$ cat src/rtl/b_pwrmon_seq_v2_if.sv
// ---------------------------------------------------------------------------
// b_pwrmon_seq_v2_if
// Bundles the monitor-facing signals of b_pwrmon_seq_v2 so the converter
// front end and the sequencer share one connection.
//
// Parameter:
//   NumConverters  number of monitored channels N (1..32)
//
// Signals (direction as seen by the slave, i.e. the monitor block):
//   ch_ok        in  [N-1:0]  per-channel in-window indication
//   ch_warn      in  [N-1:0]  per-channel warning-threshold indication
//   eoc_toggle   in           firmware end-of-conversion toggle
//   fault_clr    in           single-cycle clear of latched fault status
//   fault_mask   in  [N-1:0]  only when B_PWRMON_FAULT_MASK_EN is defined
//   fault        out          OR of fault_status
//   warn         out          any warning on a debounced-good channel
//   eoc          out          one-clock pulse per eoc_toggle edge
//   pgood_bus    out [31:0]   debounced power-good
//   fault_status out [31:0]   per-channel fault flags
//
// Modports: master drives the inputs of the monitor, slave is the monitor.
// ---------------------------------------------------------------------------
interface b_pwrmon_seq_v2_if #(
    parameter int NumConverters = 8
);
    logic [NumConverters-1:0] ch_ok;
    logic [NumConverters-1:0] ch_warn;
    logic                     eoc_toggle;
    logic                     fault_clr;
`ifdef B_PWRMON_FAULT_MASK_EN
    logic [NumConverters-1:0] fault_mask;
`endif
    logic                     fault;
    logic                     warn;
    logic                     eoc;
    logic [31:0]              pgood_bus;
    logic [31:0]              fault_status;

`ifdef B_PWRMON_FAULT_MASK_EN
    modport master (
        output ch_ok, ch_warn, eoc_toggle, fault_clr, fault_mask,
        input  fault, warn, eoc, pgood_bus, fault_status
    );
    modport slave (
        input  ch_ok, ch_warn, eoc_toggle, fault_clr, fault_mask,
        output fault, warn, eoc, pgood_bus, fault_status
    );
`else
    modport master (
        output ch_ok, ch_warn, eoc_toggle, fault_clr,
        input  fault, warn, eoc, pgood_bus, fault_status
    );
    modport slave (
        input  ch_ok, ch_warn, eoc_toggle, fault_clr,
        output fault, warn, eoc, pgood_bus, fault_status
    );
`endif
endinterface

$ cat src/rtl/b_pwrmon_seq_v2.sv
// ---------------------------------------------------------------------------
// b_pwrmon_seq_v2
// Power-good monitor / sequencer. Each converter channel is debounced by a
// four-state FSM; channels that have once been good are armed, and an armed
// channel whose debounced pgood drops raises fault status (sticky or live).
// Firmware end-of-conversion toggles are turned into one-clock pulses.
//
// Parameters:
//   NumConverters   channels N, 1..32
//   PgoodConfig     0 = pgood_bus[0] is AND of all channels, 1 = per-channel
//   DebounceCycles  stable samples needed for a pgood change, 1..255
//   FaultLatch      1 = sticky fault status cleared by fault_clr, 0 = live
//
// Ports:
//   clock   sole clock, rising edge
//   reset   synchronous, active-high
//   bus     b_pwrmon_seq_v2_if.slave (ch_ok, ch_warn, eoc_toggle, fault_clr,
//           fault, warn, eoc, pgood_bus, fault_status)
//
// Optional feature: define B_PWRMON_FAULT_MASK_EN to add bus.fault_mask;
// masked channels never set fault status. Debounce and pgood are unaffected.
// ---------------------------------------------------------------------------
module b_pwrmon_seq_v2 #(
    parameter int NumConverters  = 8,
    parameter int PgoodConfig    = 0,
    parameter int DebounceCycles = 4,
    parameter int FaultLatch     = 1
) (
    input logic              clock,
    input logic              reset,
    b_pwrmon_seq_v2_if.slave bus
);

    localparam int         N         = NumConverters;
    localparam logic [7:0] LastCount = 8'(DebounceCycles - 1);

    typedef enum logic [1:0] {
        LOW       = 2'd0,
        LOW_PEND  = 2'd1,
        HIGH      = 2'd2,
        HIGH_PEND = 2'd3
    } deb_state_t;

    deb_state_t   state_q [N];
    logic [7:0]   count_q [N];
    logic [N-1:0] armed_q;
    logic [N-1:0] pgood_q;
    logic [N-1:0] fault_q;
    logic [N-1:0] fault_event;
    logic [N-1:0] fault_en;
    logic         warn_q;
    logic         eoc_q;
    logic         eoc_prev_q;
    logic [31:0]  pgood_word;
    logic [31:0]  fault_word;

`ifdef B_PWRMON_FAULT_MASK_EN
    assign fault_en = ~bus.fault_mask;
`else
    assign fault_en = '1;
`endif

    // A fault event is the debounced fall of an armed channel. With a
    // one-cycle debounce there is no HIGH_PEND, so the fall is HIGH -> LOW.
    always_comb begin
        fault_event = '0;
        for (int i = 0; i < N; i++) begin
            if (DebounceCycles == 1) begin
                fault_event[i] = (state_q[i] == HIGH) && !bus.ch_ok[i]
                                 && armed_q[i];
            end else begin
                fault_event[i] = (state_q[i] == HIGH_PEND) && !bus.ch_ok[i]
                                 && (count_q[i] == LastCount) && armed_q[i];
            end
        end
    end

    // Per-channel debounce FSMs. pgood_q is a registered copy of
    // "state is HIGH or HIGH_PEND", updated together with the state.
    always_ff @(posedge clock) begin
        if (reset) begin
            for (int i = 0; i < N; i++) begin
                state_q[i] <= LOW;
                count_q[i] <= 8'd0;
            end
            armed_q <= '0;
            pgood_q <= '0;
        end else begin
            for (int i = 0; i < N; i++) begin
                case (state_q[i])
                    LOW: begin
                        if (bus.ch_ok[i]) begin
                            if (DebounceCycles == 1) begin
                                state_q[i] <= HIGH;
                                pgood_q[i] <= 1'b1;
                                armed_q[i] <= 1'b1;
                            end else begin
                                state_q[i] <= LOW_PEND;
                                count_q[i] <= 8'd1;
                            end
                        end
                    end
                    LOW_PEND: begin
                        if (!bus.ch_ok[i]) begin
                            state_q[i] <= LOW;
                            count_q[i] <= 8'd0;
                        end else if (count_q[i] == LastCount) begin
                            state_q[i] <= HIGH;
                            count_q[i] <= 8'd0;
                            pgood_q[i] <= 1'b1;
                            armed_q[i] <= 1'b1;
                        end else begin
                            count_q[i] <= count_q[i] + 8'd1;
                        end
                    end
                    HIGH: begin
                        if (!bus.ch_ok[i]) begin
                            if (DebounceCycles == 1) begin
                                state_q[i] <= LOW;
                                pgood_q[i] <= 1'b0;
                            end else begin
                                state_q[i] <= HIGH_PEND;
                                count_q[i] <= 8'd1;
                            end
                        end
                    end
                    HIGH_PEND: begin
                        if (bus.ch_ok[i]) begin
                            state_q[i] <= HIGH;
                            count_q[i] <= 8'd0;
                        end else if (count_q[i] == LastCount) begin
                            state_q[i] <= LOW;
                            count_q[i] <= 8'd0;
                            pgood_q[i] <= 1'b0;
                        end else begin
                            count_q[i] <= count_q[i] + 8'd1;
                        end
                    end
                    default: begin
                        state_q[i] <= LOW;
                        count_q[i] <= 8'd0;
                        pgood_q[i] <= 1'b0;
                    end
                endcase
            end
        end
    end

    // Fault status. In sticky mode an event on the same clock as fault_clr
    // wins, so the new fault is never lost.
    always_ff @(posedge clock) begin
        if (reset) begin
            fault_q <= '0;
        end else if (FaultLatch != 0) begin
            fault_q <= ((fault_q & ~{N{bus.fault_clr}}) | fault_event)
                       & fault_en;
        end else begin
            fault_q <= armed_q & ~pgood_q & fault_en;
        end
    end

    // Warning and end-of-conversion pulse. During reset the edge detector
    // tracks eoc_toggle so that releasing reset never produces a pulse.
    always_ff @(posedge clock) begin
        if (reset) begin
            warn_q     <= 1'b0;
            eoc_q      <= 1'b0;
            eoc_prev_q <= bus.eoc_toggle;
        end else begin
            warn_q     <= |(bus.ch_warn & pgood_q);
            eoc_q      <= bus.eoc_toggle ^ eoc_prev_q;
            eoc_prev_q <= bus.eoc_toggle;
        end
    end

    always_comb begin
        pgood_word = '0;
        fault_word = '0;
        if (PgoodConfig == 1) begin
            pgood_word[N-1:0] = pgood_q;
        end else begin
            pgood_word[0] = &pgood_q;
        end
        fault_word[N-1:0] = fault_q;
    end

    assign bus.pgood_bus    = pgood_word;
    assign bus.fault_status = fault_word;
    assign bus.fault        = |fault_q;
    assign bus.warn         = warn_q;
    assign bus.eoc          = eoc_q;

endmodule

$ cat src/flat_wrapper.sv
// flat-port wrapper written by rule: the top's interface ports become plain ports
module b_pwrmon_seq_v2_flat 
#(
    parameter int NumConverters  = 8,
    parameter int PgoodConfig    = 0,
    parameter int DebounceCycles = 4,
    parameter int FaultLatch     = 1
)
  (clock, reset, bus_ch_ok, bus_ch_warn, bus_eoc_toggle, bus_fault_clr, bus_fault, bus_warn, bus_eoc, bus_pgood_bus, bus_fault_status);
  b_pwrmon_seq_v2_if #(.NumConverters(NumConverters)) bus_i ();
  input logic clock;
  input logic reset;
  input wire logic [$bits(bus_i.ch_ok)-1:0] bus_ch_ok;
  input wire logic [$bits(bus_i.ch_warn)-1:0] bus_ch_warn;
  input wire logic [$bits(bus_i.eoc_toggle)-1:0] bus_eoc_toggle;
  input wire logic [$bits(bus_i.fault_clr)-1:0] bus_fault_clr;
  output wire logic [$bits(bus_i.fault)-1:0] bus_fault;
  output wire logic [$bits(bus_i.warn)-1:0] bus_warn;
  output wire logic [$bits(bus_i.eoc)-1:0] bus_eoc;
  output wire logic [$bits(bus_i.pgood_bus)-1:0] bus_pgood_bus;
  output wire logic [$bits(bus_i.fault_status)-1:0] bus_fault_status;
  assign bus_i.ch_ok = bus_ch_ok;
  assign bus_i.ch_warn = bus_ch_warn;
  assign bus_i.eoc_toggle = bus_eoc_toggle;
  assign bus_i.fault_clr = bus_fault_clr;
  assign bus_fault = bus_i.fault;
  assign bus_warn = bus_i.warn;
  assign bus_eoc = bus_i.eoc;
  assign bus_pgood_bus = bus_i.pgood_bus;
  assign bus_fault_status = bus_i.fault_status;
  b_pwrmon_seq_v2 #(.NumConverters(NumConverters), .PgoodConfig(PgoodConfig), .DebounceCycles(DebounceCycles), .FaultLatch(FaultLatch)) u_core (.clock(clock), .reset(reset), .bus(bus_i));
endmodule
$ cat config.mk
export PLATFORM = sky130hd
export DESIGN_NAME = b_pwrmon_seq_v2_flat
export DESIGN_NICKNAME = d
export VERILOG_FILES = /design/src/rtl/b_pwrmon_seq_v2_if.sv /design/src/rtl/b_pwrmon_seq_v2.sv /design/src/flat_wrapper.sv
export SDC_FILE = /design/constraint.sdc
export NUM_CORES = 1
export LEC_CHECK = 0
export ABC_AREA = 1
export BUFFER_PORTS_ARGS = -buffer_cell sky130_fd_sc_hd__buf_4
export CORE_MARGIN = 3
export CORE_UTILIZATION = 56
export DETAILED_ROUTE_END_ITERATION = 8
export PLACE_DENSITY = 0.78
export SYNTH_ARGS = -nofsm -noshare
export SYNTH_HDL_FRONTEND = slang
export SYNTH_SLANG_ARGS = --single-unit
$ cat constraint.sdc
create_clock -name clock -period 1.9 [get_ports clock]
set_input_delay 0.38 -clock clock [delete_from_list [all_inputs] [get_ports clock]]
set_output_delay 0.38 -clock clock [all_outputs]
set_load 0.01 [all_outputs]
==> results.ini, run 1 <==
[synthesis]
synth_compound_area_share_pct = 4.94
yosys_most_used_dff = edfxtp_1
synth_edf_count = 80
synth_xor_area_share_pct = 4.94
synth.area.top_cells = edfxtp_1 38%, nand2_1 8.5%, dfxtp_1 8.5%
syn_area_sq_um = 6380
yosysUniqueCellTypes = 40
synth_top_family_by_area = simple AND/OR/NAND/NOR gates
synthSimpleGateAreaFrac_pct = 29.1
seq_area_frac_synth_pct = 46.1
netlist.area_leader.share_pct = 37.6
ys_seq_elements = 107
synth_cells = 774
yosys.area.top_type = edfxtp_1
synthMuxAreaShare_pct = 0
ys_warn_count = 0
synth_area_per_cell_sq_um = 8.25
synth_fa_ha_area_share_pct = 1.57
async_reset_ff_share_pct = 0

[layout]
drive_above_1_share_pct = 12.3
syn2layout_area_growth_pct = 10.1
fillers = 913
final_common_cell = nand2_1
n_antenna_cell = 0
layout_common_cells = 141 x nand2_1, 135 x nor2_1, 87 x inv_1
nets = 852

[worst_hold_path]
hold_path_depth = 1
hold_class = input pin to register

[critical_path]
reg2reg_slack_ns = 0.15
startpoint_type = register
cp_num_buf_inv = 1
crit_arrival_ns = 1.38
path_depth = 3
path_class = register to output port
end_kind = output port
r2r_cells = 10
crit_fanout = 3
slowest_stage = nor4_1
max_stage_delay_ns = 0.38
path_cells = nor4_1 -> nand2_1 -> buf_4
crit_family = simple AND/OR/NAND/NOR gates
worstPathRequired_ns = 1.52

[floorplan]
die_x_um = 113
ios = 87
dieArea_sq_um = 12700
start_util_pct = 58.1
core_area_sq_um = 11000
die_h_um = 113
rows = 38

[clock_network]
cts_sinks = 107
cts_tree = done
clkLatencyLatePin_ns = 0.35
cts_buffers = 9
clockBufferDepth = 2
clock-root-buffer = clkbuf_16
cts.htree.levels = 3
cts_setup_buffers = 0
cts.clk_slew.worst_paths_ns = 0.07

[power]
ir_worst_vdd_v = 0.000673
p_int_mw = 4.49
p_leak_nw = 3.11
power_frac_seq_pct = 49.9
netSwitchingFraction_pct = 27.7
clkPwrFrac_pct = 33.7
powerDensity_nw_per_um2 = 884
p_switching_mw = 1.72
combPwrFrac_pct = 16.4

[grt]
grt-ovfl-total = 0
grt_pass1_wl_um = 21400
grt_pass1_vias = 4888
grt_usage_pct = 20.4
antenna_found_initial = 0
grt_max_degree = 33

[sta]
holdWs_ns = 0.146
rsz0062_at_grt = no
period_needed_ns = 1.76
setup_viol = 0
min_period_over_period_pct = 92.5
fin_tns_setup_ns = 0
fmax_mhz = 569
hold_violations = 0
maxSlewViolCount = 0
skew_ns = 0.00635

[drt]
drc_errors = 0
initialDrtViolationCount = 337
wl_per_cell_um = 13.1
drt_pass1_iterations = 6
avgViaCountPerCell = 5.27
drt-total-wl_um = 12600
num_vias = 5103
antenna_left = 0

[flow_run]
maxCapViolations = 0

[placed_design]
dp_hpwl_um = 9540
gp_congestion = 0.889
io_buffers = 31

[status]
status = finished clean

[logic make-up after synthesis]
kind of cell,after synthesis
DFF,107
and+or+nand+nor,414
other,1
adders and majority gates,8
buffers and inverters,158
xor gates and xnor gates,36
AOI/OAI and AO/OA,50
[sequential cells by signal, indices dropped and copies added (netlist names)]
register,cells
u_core.fault_q,8
u_core.state_q,16
u_core.bus.warn,1
u_core.bus.eoc,1
u_core.count_q,64
u_core.pgood_q,8
u_core.eoc_prev_q,1
u_core.armed_q,8
[power groups by stage]
stage	sequential, mW	combinational (mW)	clock [mW]
5_1_grt	3.14	1.17	2.21
3_3_place_gp	3.12	0.948	0
2_1_floorplan	3.09	0.840	0
6_report	3.10	1.02	2.09
3_5_place_dp	3.15	0.995	0
4_1_cts	3.10	1.01	2.13
[per-stage QoR]
stage               std cells  power (mW)  instance area (sq um)  worst slack [ns]  util [%]
floorplan                 828        3.93                   6590             0.165         -
global placement          953        4.07                   6680             0.160      60.8
detailed placement        953        4.15                   6680            0.0255      60.8
CTS                       969        6.24                   7010            0.0621      63.8
global route              969        6.51                   7030           0.00497      64.0
finish                    969        6.21                   7030             0.142      64.0
[area by class of cell]
type | instances | area [sq um] | area share [%]
Clock buffer | 10 | 229 | 3.26
Clock inverter | 6 | 104 | 1.48
Timing Repair Buffer | 50 | 413 | 5.87
Tap cell | 140 | 175 | 2.49
Sequential cell | 107 | 2940 | 41.9
Inverter | 93 | 352 | 5.00
Multi-Input combinational cell | 563 | 2810 | 40.0
[Yosys cell counts, types with 5 or more instances]
cell type / n
a21oi_1: 11
buf_4: 58
dfxtp_1: 27
edfxtp_1: 80
ha_1: 8
inv_1: 87
inv_2: 5
nand2_1: 145
nand3_1: 66
nand4_1: 23
nor2_1: 135
nor3_1: 14
nor3_2: 5
o211ai_1: 6
o21ai_0: 13
o22ai_1: 8
xnor2_1: 6
xor2_1: 30
[path summary, 6_finish.rpt]
kind                                       start                             endpoint
max reg2reg  u_core.count_q[0][48]$_SDFFCE_PP0P_  u_core.count_q[0][53]$_SDFFCE_PP0P_
min reg2reg       u_core.armed_q[5]$_SDFFE_PP0P_       u_core.armed_q[5]$_SDFFE_PP0P_
min                               bus_eoc_toggle            u_core.eoc_prev_q$_DFF_P_
max                 u_core.fault_q[5]$_SDFF_PP0_                            bus_fault
[repair_timing]
| action | CTS | global route |
|---|---|---|
| hold buffers | 0 | 0 |
| gates resized for setup | 0 | 6 |
| endpoints found under the setup margin | 0 | 40 |
[routing by layer]
| layer | vias to the layer above | share of wire (%) | global-route usage [%] |
|---|---|---|---|
| met5 | - | 0 | 0 |
| met4 | 0 | 3.1 | 11.2 |
| met3 | 24 | 6.0 | 3.05 |
| met2 | 166 | 48 | 34.0 |
| met1 | 2369 | 43 | 25.5 |
| li1 | 2544 | - | - |
Power figures use the tool's default switching activity.
==> inputs of run 2 (changes only) <==
==> constraint.sdc (replaced) <==
create_clock -name clock -period 1.9 [get_ports clock]
set_input_delay 0.095 -clock clock [delete_from_list [all_inputs] [get_ports clock]]
set_output_delay 0.095 -clock clock [all_outputs]
set_load 0.01 [all_outputs]
==> results.ini, run 2 (synthesized netlist as in run 1, its figures left out) <==
[drt]
drt-total-wl_um = 13000  ; was 12600 um
wl_per_cell_um = 13.5  ; was 13.1 um
antenna_left = 0  ; unchanged
avgViaCountPerCell = 5.38  ; was 5.27
num_vias = 5186  ; was 5103
drc_errors = 0  ; unchanged
initialDrtViolationCount = 420  ; was 337
drt_pass1_iterations = 5  ; was 6

[layout]
layout_common_cells = 141 x nand2_1, 134 x nor2_1, 86 x inv_1  ; was 141 x nand2_1, 135 x nor2_1, 87 x inv_1
syn2layout_area_growth_pct = 8.86  ; was 10.1%
final_cells = 964  ; was 969
seqCellArea_sq_um = 2940  ; unchanged
reg.largest.list = u_core.count_q x64, u_core.state_q x16  ; unchanged
stdcell_area_sq_um = 6950  ; was 7030 sq um
final_common_cell = nand2_1  ; unchanged
fillers = 934  ; was 913
top_register = u_core.count_q  ; unchanged
drive_above_1_share_pct = 12.3  ; about the same
nets = 847  ; was 852
n_antenna_cell = 0  ; unchanged
largest_reg_flops = 64  ; unchanged
finalCoreUtilization_pct = 63.3  ; was 64.0%
multi_input_area_sq_um = 2830  ; was 2810 sq um

[critical_path]
crit_family = simple AND/OR/NAND/NOR gates  ; unchanged
reg2reg_from = u_core.count_q[0][48]$_SDFFCE_PP0P_  ; unchanged
crit_top_cell = nand2_1
path_class = register to register  ; was register to output port
path_cells = ha_1 -> nand2_1 -> nor2_1 -> nand3_1 -> inv_1 -> nand2_1 -> nand2_1 -> nor2_2 -> nand3_4  ; was nor4_1 -> nand2_1 -> buf_4
crit_fanout = 8  ; was 3
end_kind = register  ; was output port
r2r_end = u_core.count_q[0][54]$_SDFFCE_PP0P_  ; was u_core.count_q[0][53]$_SDFFCE_PP0P_
endpoint = u_core.count_q[0][54]$_SDFFCE_PP0P_  ; was bus_fault
slowest_stage = edfxtp_1  ; was nor4_1
max_stage_delay_ns = 0.43  ; was 0.38 ns
worstPathRequired_ns = 1.97  ; was 1.52 ns
startpoint_type = register  ; unchanged
cp_num_buf_inv = 1  ; unchanged
path_depth = 9  ; was 3
r2r_cells = 9  ; was 10
reg2reg_slack_ns = 0.11  ; was 0.15 ns
crit_arrival_ns = 1.86  ; was 1.38 ns
startpoint = u_core.count_q[0][48]$_SDFFCE_PP0P_  ; was u_core.fault_q[5]$_SDFF_PP0_

[floorplan]
start_util_pct = 58.1  ; unchanged
die_x_um = 113  ; unchanged
core_area_sq_um = 11000  ; unchanged
ios = 87  ; unchanged
die_h_um = 113  ; unchanged
rows = 38  ; unchanged
dieArea_sq_um = 12700  ; unchanged

[placed_design]
placed_cells = 947  ; was 953
io_buffers = 31  ; unchanged
dp_slack_ns = -0.0327  ; was 0.0255 ns
dp_hpwl_um = 9510  ; was 9540 um
place_area_sq_um = 6610  ; was 6680 sq um
gp_congestion = 0.878  ; was 0.889

[sta]
holdWs_ns = 0.0682  ; was 0.146 ns
period_needed_ns = 1.79  ; was 1.76 ns
fin_ws_ns = 0.108  ; was 0.142 ns
setup_viol = 0  ; unchanged
hold_violations = 0  ; unchanged
min_period_over_period_pct = 94.3  ; was 92.5%
fmax_mhz = 558  ; was 569 MHz
fin_tns_setup_ns = 0  ; unchanged
skew_ns = 0.00399  ; was 0.00635 ns
maxSlewViolCount = 0  ; unchanged

[power]
powerDensity_nw_per_um2 = 858  ; was 884 nW/um^2
p_int_mw = 4.22  ; was 4.49 mW
ir_worst_vdd_v = 0.000526  ; was 0.000673 V
clkPwrFrac_pct = 31.1  ; was 33.7%
p_leak_nw = 3.06  ; was 3.11 nW
p_switching_mw = 1.74  ; was 1.72 mW
power_mw = 5.96  ; was 6.21 mW
power_frac_seq_pct = 52.0  ; was 49.9%
netSwitchingFraction_pct = 29.2  ; was 27.7%
combPwrFrac_pct = 16.9  ; was 16.4%

[clock_network]
cts_tree = done  ; unchanged
cts_buffers = 9  ; unchanged
cts_sinks = 107  ; unchanged
cts.htree.levels = 3  ; unchanged
cts.clk_slew.worst_paths_ns = 0.07  ; about the same
clkLatencyLatePin_ns = 0.35  ; about the same
clock-root-buffer = clkbuf_16  ; unchanged
clockBufferDepth = 2  ; unchanged

[grt]
antenna_found_initial = 0  ; unchanged
grt_pass1_vias = 5010  ; was 4888
grt-ovfl-total = 0  ; unchanged
grt_max_degree = 43  ; was 33
grt_pass1_wl_um = 21600  ; was 21400 um
grt_usage_pct = 20.6  ; was 20.4%

[worst_hold_path]
hold_class = input pin to register  ; unchanged

[flow_run]
maxCapViolations = 0  ; unchanged

[status]
status = finished clean  ; unchanged

## run 2: changes by cell type in the layout (fill, tap and decap cells not counted), sizes merged
cell and change:
clkinvlp +2, inv +1, bufinv -2, dlygate4sd3 +1
buf -6, clkbuf -1
## run 2: worst reg2reg max path, stage by stage, from the launching register on
cell and delay (ns):
edfxtp_1 0.43, ha_1 0.26, nand2_1 0.08, nor2_1 0.05, nand3_1 0.10, inv_1 0.05
nand2_1 0.08, nand2_1 0.11, nor2_2 0.20, nand3_4 0.16
## run 2: worst min-delay path by stage
stage | start | end | slack (ns) | cells after the start
floorplan | bus_eoc_toggle | u_core.eoc_prev_q$_DFF_P_ | 0.12 | 0
global placement | bus_eoc_toggle | u_core.eoc_prev_q$_DFF_P_ | 0.21 | 1
detailed placement | bus_eoc_toggle | u_core.eoc_prev_q$_DFF_P_ | 0.22 | 1
CTS | bus_ch_warn[6] | u_core.bus.warn$_SDFF_PP0_ | 0.06 | 3
global route | bus_ch_ok[5] | u_core.fault_q[5]$_SDFF_PP0_ | 0.09 | 4
finish | bus_ch_warn[6] | u_core.bus.warn$_SDFF_PP0_ | 0.07 | 3
## run 2: area by class of cell
class | count | area share (%)
Clock buffer | 9 | 3.24
Clock inverter | 7 | 0.972
Inverter | 93 | 5.06
Multi-Input combinational cell | 563 | 40.8
Sequential cell | 107 | 42.3
Tap cell | 140 | 2.52
Timing Repair Buffer | 45 | 5.08
## run 2: power by group through the flow
stage / logic, mW / registers, mW / clock network [mW]
2_1_floorplan: 0.840 / 3.09 / 0
4_1_cts: 0.986 / 3.10 / 1.90
5_1_grt: 1.15 / 3.14 / 1.98
3_3_place_gp: 0.926 / 3.12 / 0
3_5_place_dp: 0.971 / 3.15 / 0
6_report: 1.01 / 3.10 / 1.85
## run 2: per-layer routing
layer	wire, um	global-route usage [%]
met1	5350	24.6
met2	6380	35.3
met3	875	5.24
met4	362	8.41
met5	0	0
## run 2: timing repair
item	4_1_cts	5_1_grt
gates resized for setup	1	10
hold endpoints to repair	2	0
hold buffers	1	0
endpoints found under the setup margin	8	57
cloned	0	0
buffers inserted	0	0
